File: src/rtl/eth_tx_arb_pkg.sv
// eth_tx_arb_pkg: shared widths, FSM state type and beat-counter width helper for eth_tx_arbiter
package eth_tx_arb_pkg;
  localparam int DATA_W = 64;
  localparam int KEEP_W = 8;
  typedef enum logic [1:0] {IDLE, PASS, DROP} state_t;
  function automatic int beat_w(input int max_beats);
    return (max_beats > 2) ? $clog2(max_beats) : 1;
  endfunction
endpackage

File: src/rtl/eth_tx_arbiter.sv
// eth_tx_arbiter: two-source round-robin AXI-Stream packet arbiter toward MAC TX, with jumbo length truncation
//   clock/reset        : single clock, synchronous active-high reset
//   link_up            : gates new grants only; packets in flight always complete
//   s0_axis_*/s1_axis_*: requester streams (tdata/tkeep/tlast/tuser/tvalid in, tready out)
//   m_axis_*           : zero-latency pass-through of the granted requester
//   tx_pkt_count       : packets closed on m_axis (normal + truncated), wrapping
//   tx_abort_count     : packets truncated at MAX_BEATS, saturating
module eth_tx_arbiter
  import eth_tx_arb_pkg::*;
#(
  parameter int MAX_BEATS = 1200
) (
  input  logic              clock,
  input  logic              reset,
  input  logic              link_up,
  input  logic [DATA_W-1:0] s0_axis_tdata,
  input  logic [KEEP_W-1:0] s0_axis_tkeep,
  input  logic              s0_axis_tlast,
  input  logic              s0_axis_tuser,
  input  logic              s0_axis_tvalid,
  output logic              s0_axis_tready,
  input  logic [DATA_W-1:0] s1_axis_tdata,
  input  logic [KEEP_W-1:0] s1_axis_tkeep,
  input  logic              s1_axis_tlast,
  input  logic              s1_axis_tuser,
  input  logic              s1_axis_tvalid,
  output logic              s1_axis_tready,
  output logic [DATA_W-1:0] m_axis_tdata,
  output logic [KEEP_W-1:0] m_axis_tkeep,
  output logic              m_axis_tlast,
  output logic              m_axis_tuser,
  output logic              m_axis_tvalid,
  input  logic              m_axis_tready,
  output logic [31:0]       tx_pkt_count,
  output logic [15:0]       tx_abort_count
);
  localparam int BW = beat_w(MAX_BEATS);
  localparam logic [BW-1:0] LAST_IDX = BW'(MAX_BEATS - 1);
  state_t          r_state, w_next;
  logic            r_grant, r_last_grant;
  logic [BW-1:0]   r_beat;
  logic [31:0]     r_pkt;
  logic [15:0]     r_abort;
  logic [DATA_W-1:0] w_src_tdata;
  logic [KEEP_W-1:0] w_src_tkeep;
  logic            w_src_tlast, w_src_tuser, w_src_tvalid;
  logic            w_pass, w_drop, w_grant_rdy, w_xfer, w_src_hs, w_abort, w_go, w_pick;
  assign w_src_tdata  = r_grant ? s1_axis_tdata  : s0_axis_tdata;
  assign w_src_tkeep  = r_grant ? s1_axis_tkeep  : s0_axis_tkeep;
  assign w_src_tlast  = r_grant ? s1_axis_tlast  : s0_axis_tlast;
  assign w_src_tuser  = r_grant ? s1_axis_tuser  : s0_axis_tuser;
  assign w_src_tvalid = r_grant ? s1_axis_tvalid : s0_axis_tvalid;
  // outputs are forced quiet while reset is held, even before the state register clears
  assign w_pass = (r_state == PASS) & ~reset;
  assign w_drop = (r_state == DROP) & ~reset;
  assign w_grant_rdy = w_pass ? m_axis_tready : w_drop;
  assign w_abort = (r_beat == LAST_IDX) & ~w_src_tlast;
  assign w_xfer = m_axis_tvalid & m_axis_tready;
  assign w_src_hs = w_src_tvalid & w_grant_rdy;
  assign w_go = link_up & (s0_axis_tvalid | s1_axis_tvalid);
  // round-robin: on contention the source not granted last time wins
  assign w_pick = (s0_axis_tvalid & s1_axis_tvalid) ? ~r_last_grant : s1_axis_tvalid;
  assign m_axis_tdata   = w_src_tdata;
  assign m_axis_tkeep   = w_src_tkeep;
  assign m_axis_tlast   = w_src_tlast | w_abort;
  assign m_axis_tuser   = w_src_tuser | w_abort;
  assign m_axis_tvalid  = w_pass & w_src_tvalid;
  assign s0_axis_tready = ~r_grant & w_grant_rdy;
  assign s1_axis_tready = r_grant & w_grant_rdy;
  assign tx_pkt_count   = r_pkt;
  assign tx_abort_count = r_abort;
  always_comb begin
    w_next = r_state;
    case (r_state)
      IDLE:    w_next = w_go ? PASS : IDLE;
      PASS:    w_next = (w_xfer & w_src_tlast) ? IDLE : (w_xfer & w_abort) ? DROP : PASS;
      DROP:    w_next = (w_src_hs & w_src_tlast) ? IDLE : DROP;
      default: w_next = IDLE;
    endcase
  end
  always_ff @(posedge clock) begin
    if (reset) begin
      r_state      <= IDLE;
      r_grant      <= 1'b0;
      r_last_grant <= 1'b1;
      r_beat       <= '0;
      r_pkt        <= '0;
      r_abort      <= '0;
    end else begin
      r_state <= w_next;
      if (r_state == IDLE && w_go) begin
        r_grant      <= w_pick;
        r_last_grant <= w_pick;
        r_beat       <= '0;
      end else if (w_xfer) begin
        r_beat <= r_beat + BW'(1);
      end
      if (w_xfer & (w_src_tlast | w_abort)) r_pkt <= r_pkt + 32'd1;
      if (w_xfer & w_abort & ~&r_abort) r_abort <= r_abort + 16'd1;
    end
  end
endmodule

File: config.mk
export PLATFORM = sky130hd
export DESIGN_NAME = eth_tx_arbiter
export DESIGN_NICKNAME = d
export VERILOG_FILES = /design/src/rtl/eth_tx_arb_pkg.sv /design/src/rtl/eth_tx_arbiter.sv
export SDC_FILE = /design/constraint.sdc
export NUM_CORES = 1
export LEC_CHECK = 0
export ABC_CLOCK_PERIOD_IN_PS = 2200
export BUFFER_PORTS_ARGS = -buffer_cell sky130_fd_sc_hd__buf_2
export CAP_MARGIN = 20
export CORE_MARGIN = 2
export CORE_UTILIZATION = 30
export DETAILED_ROUTE_END_ITERATION = 12
export GPL_TIMING_DRIVEN = 0
export HOLD_SLACK_MARGIN = 0.06
export PLACE_DENSITY = 0.67
export SLEW_MARGIN = 20
export SYNTH_ARGS = -nofsm -noshare
export SYNTH_HDL_FRONTEND = slang
export SYNTH_SLANG_ARGS = --single-unit
export TNS_END_PERCENT = 1
File: constraint.sdc
create_clock -name clock -period 2.2 [get_ports clock]
set_input_delay 0.22 -clock clock [delete_from_list [all_inputs] [get_ports clock]]
set_output_delay 0.22 -clock clock [all_outputs]
set_load 0.05 [all_outputs]
# [Word level (Yosys, flattened, before mapping)]
# Cells that the tools add are included.
# Widths: inputs -> output; s select.
[word_totals] ff_bits=63 latchBits=0 mem_bits_rw=0 rom_bits=0 in_bits=154 out_inout_bits=125 elab_cells=51 n_memories=0
[op_classes] add_sub_neg=3 mul=0 div_mod_pow=0 magnitude_cmp=0 eq_ne=3 shifts=0 muxes=12 bitwise=22 reduce_logical=5
[ops] operator="$mux 64" count=1
[ops] operator="$add 32x1->32 const B" count=1
[ops] operator="$add 16x1->16 const B" count=1
[ops] operator="$reduce_and 16->1" count=1
[ops] operator="$and 1x1->1" count=15
[ops] operator="$add 11x1->11 const B" count=1
[ops] operator="$eq 11x11->1 const B" count=1
[ops] operator="$mux 8" count=1
[ops] operator="$mux 1" count=6
[ops] operator="$mux 2" count=3
[ops] operator="$pmux 2 s3" count=1
[ops] operator="$not 1->1" count=4
[ops] operator="$or 1x1->1" count=3
[ops] operator="$eq 2x1->1 const B" count=1
[ops] operator="$eq 2x2->1 const B" count=1
[ops] operator="$logic_not 2->1" count=1
[ops] operator="$reduce_or 2->1" count=1
[ops] operator="$logic_and 1x1->1" count=1
[ops] operator="$logic_not 1->1" count=1

# [Longest topological paths before layout]
[logic_depth] word_depth=8 mapped_depth=9 ltp_nobuf=6

# [Least setup slack after synthesis]
# Ideal clock, no wire load.
[synth_timing] path_kind="reg2out" from="register r_grant" to="output s1_axis_tready" arrival_time_ps=2363 t_required_ps=1980 path_slack_ps=-383 path_stages_with_launch=6 cell_sequence="dfxtp_1 > buf_4 > clkbuf_1 > clkbuf_1 > inv_1 > a211oi_1"
[synth_between] elab_chain_cells=1
[synth_lines] element="start, declared" line="eth_tx_arbiter.sv:40" text="logic r_grant, r_last_grant;"
[synth_lines] element="start signal, assigned" line="eth_tx_arbiter.sv:92" text="r_grant <= w_pick;"
[synth_lines] element="$and 1x1->1" line="eth_tx_arbiter.sv:69" text="assign s1_axis_tready = r_grant & w_grant_rdy;"
[synth_lines] element="end, declared" line="eth_tx_arbiter.sv:27" text="output logic s1_axis_tready,"
# Every way passes these cells.

# [Final worst setup path]
[layout_timing] from="register r_beat[0]" to="register r_abort[15], in the netlist tx_abort_count[15]"
[layout_between] elab_chain_cells=4
[layout_lines] element="start, declared" line="eth_tx_arbiter.sv:41" text="logic [BW-1:0] r_beat;"
[layout_lines] element="start signal, assigned" line="eth_tx_arbiter.sv:96" text="r_beat <= r_beat + BW'(1);"
[layout_lines] element="$eq 11x11->1" line="eth_tx_arbiter.sv:57" text="assign w_abort = (r_beat == LAST_IDX) & ~w_src_tlast;"
[layout_lines] element="$and 1x1->1" line="eth_tx_arbiter.sv:57"
[layout_lines] element="$and 1x1->1 (2 in a row)" line="eth_tx_arbiter.sv:99" text="if (w_xfer & w_abort & ~&r_abort) r_abort <= r_abort + 16'd1;"
[layout_lines] element="end signal, assigned" line="eth_tx_arbiter.sv:99"
[layout_lines] element="end, declared" line="eth_tx_arbiter.sv:43" text="logic [15:0] r_abort;"
# Every way passes these cells.
# A chain may end at the register's enable or synchronous reset.

==> flow_summary.ini <==
[grt]
grt_overflow = 0
antenna_found_initial = 4
grt.total_usage = 0.222
grt_pass1_vias = 4361
grt_max_degree = 20
grt_first_pass_wirelength_mm = 24.1

[clock_tree]
htree_levels = 3
cts_num_sinks = 63
root_buffer = clkbuf_16
clockBufferDepth = 2
cts-buffers-inserted = 9
clk_pin_slew_ns = 0.05
clk_latency_ns = 0.34
cts_tree = built

[detailed_routing]
num_vias = 4558
drc = 0
firstDrtPassIters = 5
routedWlPerCell_um = 17.7
drt_first_iter_violations = 356
wl_met1_mm = 6.60
top_layer = met4
dr_wl_met2_mm = 7.89
vias_per_cell = 4.97
antenna_left = 0
routed-wl-met3_mm = 1.48
finalWirelength_mm = 16.2

[placed_design]
portBuffers = 278
place_area_um2 = 5560
place_hpwl_mm = 13.2
place_congestion = 0.957

[power]
irDropWorstVdd_mv = 0.418
p_leak_nw = 2.59
p_per_area_nw_per_um2 = 566

[floorplan]
initial_core_util = 0.311
die_w_um = 119
core_area_um2 = 12700
die_y_um = 119
die_area_um2 = 14100
fp-row-count = 41
io_pins = 279

[sta]
period_minus_slack_ns = 2.15
maxSlewHeadroom = 0.581
fmax_ghz = 0.465
setup-tns-final_ns = 0
setup_viol = 0
finClkSkew_ns = 0.00931
hold_viol_final = 0
drv_slew = 0
rsz0062_at_grt = yes
finalCritPeriodShare = 0.978
worst_pin_slew_ns = 0.629
hold_ws_ns = 0.206

[setup_path]
crit_arrival_ns = 2.41
slowest_stage = or4_1
worstPathRequired_ns = 2.46
crit_path_cell_trace = ha_4 > and3_4 > buf_6 > nand3_4 > a2111o_1 > buf_6 > or4_1 > a21oi_1
critical_path_class = reg -> reg
slowest_delay_ns = 0.47
worstReg2RegStart = r_beat[0]
critPathTopFamily = simple AND/OR/NAND/NOR gates
startpoint_type = flip-flop
cp_max_fo = 5
path_common_cell = buf_6
path_buf_inv = 2
worstSetupEndpointType = flip-flop
setup.worst_path.start = r_beat[0]

[worst_hold_path]
worstHoldPathType = in -> reg
min_from = s1_axis_tvalid

[status]
outcome = complete, no violations

[yosys]
syn_avg_cell_area_um2 = 8.86
ys_seq_elements = 63
netlist.top_cell.by_area = dfxtp_1
syn_nets = 603
synth-async-reset-ratio = 0
ys.flop_type = dfxtp_1
synth_warnings = 0
synthCells = 446
synth_area_um2 = 3950
synth-edff-count = 0
ys_top_cells_by_area = dfxtp_1 32%, mux2_2 21%, xnor2_1 7.1%
yosysUniqueCellTypes = 46
seq_area_frac_synth = 0.319
synth_top_area_frac = 0.319

[cells_and_area]
drive_gt1_frac = 0.549
seq_area_um2 = 1270
stdcell_area_um2 = 6020
nNetsFinal = 894
multi_input_area_um2 = 2650
post-route-util = 0.473
syn2layout_area_growth_pct = 52.4
num-fill-cells = 1329

[job]
cap_violations = 0
[worst paths after layout]
| kind | to | slack [ns] | cells past startpoint |
|---|---|---|---|
| hold reg to reg | r_last_grant | 0.48 | 2 |
| setup / recovery | tx_abort_count[15] | 0.05 | 8 |
| setup reg to reg | tx_abort_count[15] | 0.05 | 8 |
| hold / removal | r_grant | 0.21 | 3 |
[worst min-delay path: stages]
cell and delay (ns):
buf_2 0.12, nand4_1 0.09, a21oi_1 0.06
[per-stage QoR]
stage | power, W | setup WS (ns) | cells
2_1_floorplan | 0.00179 | -0.210 | 446
3_3_place_gp | 0.00209 | -0.360 | 896
3_5_place_dp | 0.00209 | -0.384 | 896
4_1_cts | 0.00342 | -0.00433 | 912
5_1_grt | 0.00353 | -0.0834 | 916
6_report | 0.00341 | 0.0481 | 917
[state kept, by name, summed over array words and instances, names as in the netlist]
signal / cells
r_grant: 1
r_beat: 11
tx_pkt_count: 32
r_last_grant: 1
r_state: 2
tx_abort_count: 16
[cells by family (layout without fill, tap and decap cells)]
group / after synthesis / after routing / synth area share
and+or+nand+nor: 180 / 180 / 0.253
muxes: 79 / 79 / 0.226
DFF: 63 / 63 / 0.319
AOI/OAI and AO/OA: 43 / 43 / 0.0646
xor gates and xnor gates: 39 / 39 / 0.0864
buffers and inverters: 39 / 335 / 0.0415
adders and majority gates: 3 / 3 / 0.00950
other: 0 / 3 / 0
[timing repair]
item / 4_1_cts / 5_1_grt
setup endpoints to repair: 67 / 68
buffers inserted: 1 / 2
resized for setup: 18 / 30
pin swaps: 1 / 3
hold buffers: 0 / 0
[area by class of cell]
type	count	area share
Timing Repair Buffer	281	0.235
Multi-Input combinational cell	344	0.439
Tap cell	172	0.0357
Clock buffer	13	0.0432
Clock inverter	3	0.00291
Inverter	10	0.00623
Sequential cell	63	0.211
Antenna cell	3	0.00125
Buffer	28	0.0256
[metal layers]
layer	vias to the layer above	track usage
li1	2203	-
met1	2156	0.260
met2	179	0.368
met3	20	0.0965
met4	0	0.0632
met5	-	0
[where the power goes]
part           total, W  leakage (nW)  internal [W]  switching, W
Sequential      0.00115         0.510       0.00115    0.00000388
Combinational  0.000922          1.94      0.000297      0.000625
Clock           0.00134         0.136      0.000820      0.000518
Total           0.00341          2.59       0.00226       0.00115
[cells in the mapped netlist, types with 8 or more instances]
| cell type | n |
|---|---|
| nor3_1 | 8 |
| and4_1 | 9 |
| xnor2_1 | 32 |
| nand3_1 | 16 |
| o21ai_0 | 9 |
| mux2_2 | 72 |
| clkbuf_1 | 21 |
| a21oi_1 | 19 |
| or3_1 | 8 |
| nor4_1 | 19 |
| dfxtp_1 | 63 |
| nand4_1 | 17 |
| inv_1 | 10 |
| nand2_1 | 24 |
| nor2_1 | 45 |
[placed cells by master (no fill, tap or decap), types with 4 or more instances in the layout]
master       n
buf_2      280
mux2_2      72
dfxtp_1     59
nor2_1      45
xnor2_1     32
nand2_1     24
nor4_1      18
clkbuf_1    17
nand4_1     17
a21oi_1     17
nand3_1     14
inv_1       10
and4_1       9
clkbuf_16    9
o21ai_0      8
nor3_1       8
or3_1        8
xor2_1       7
buf_4        6
nand2b_1     4
buf_6        4
and2_1       4
or4_1        4
No activity file was read; power rests on OpenSTA's default activity.
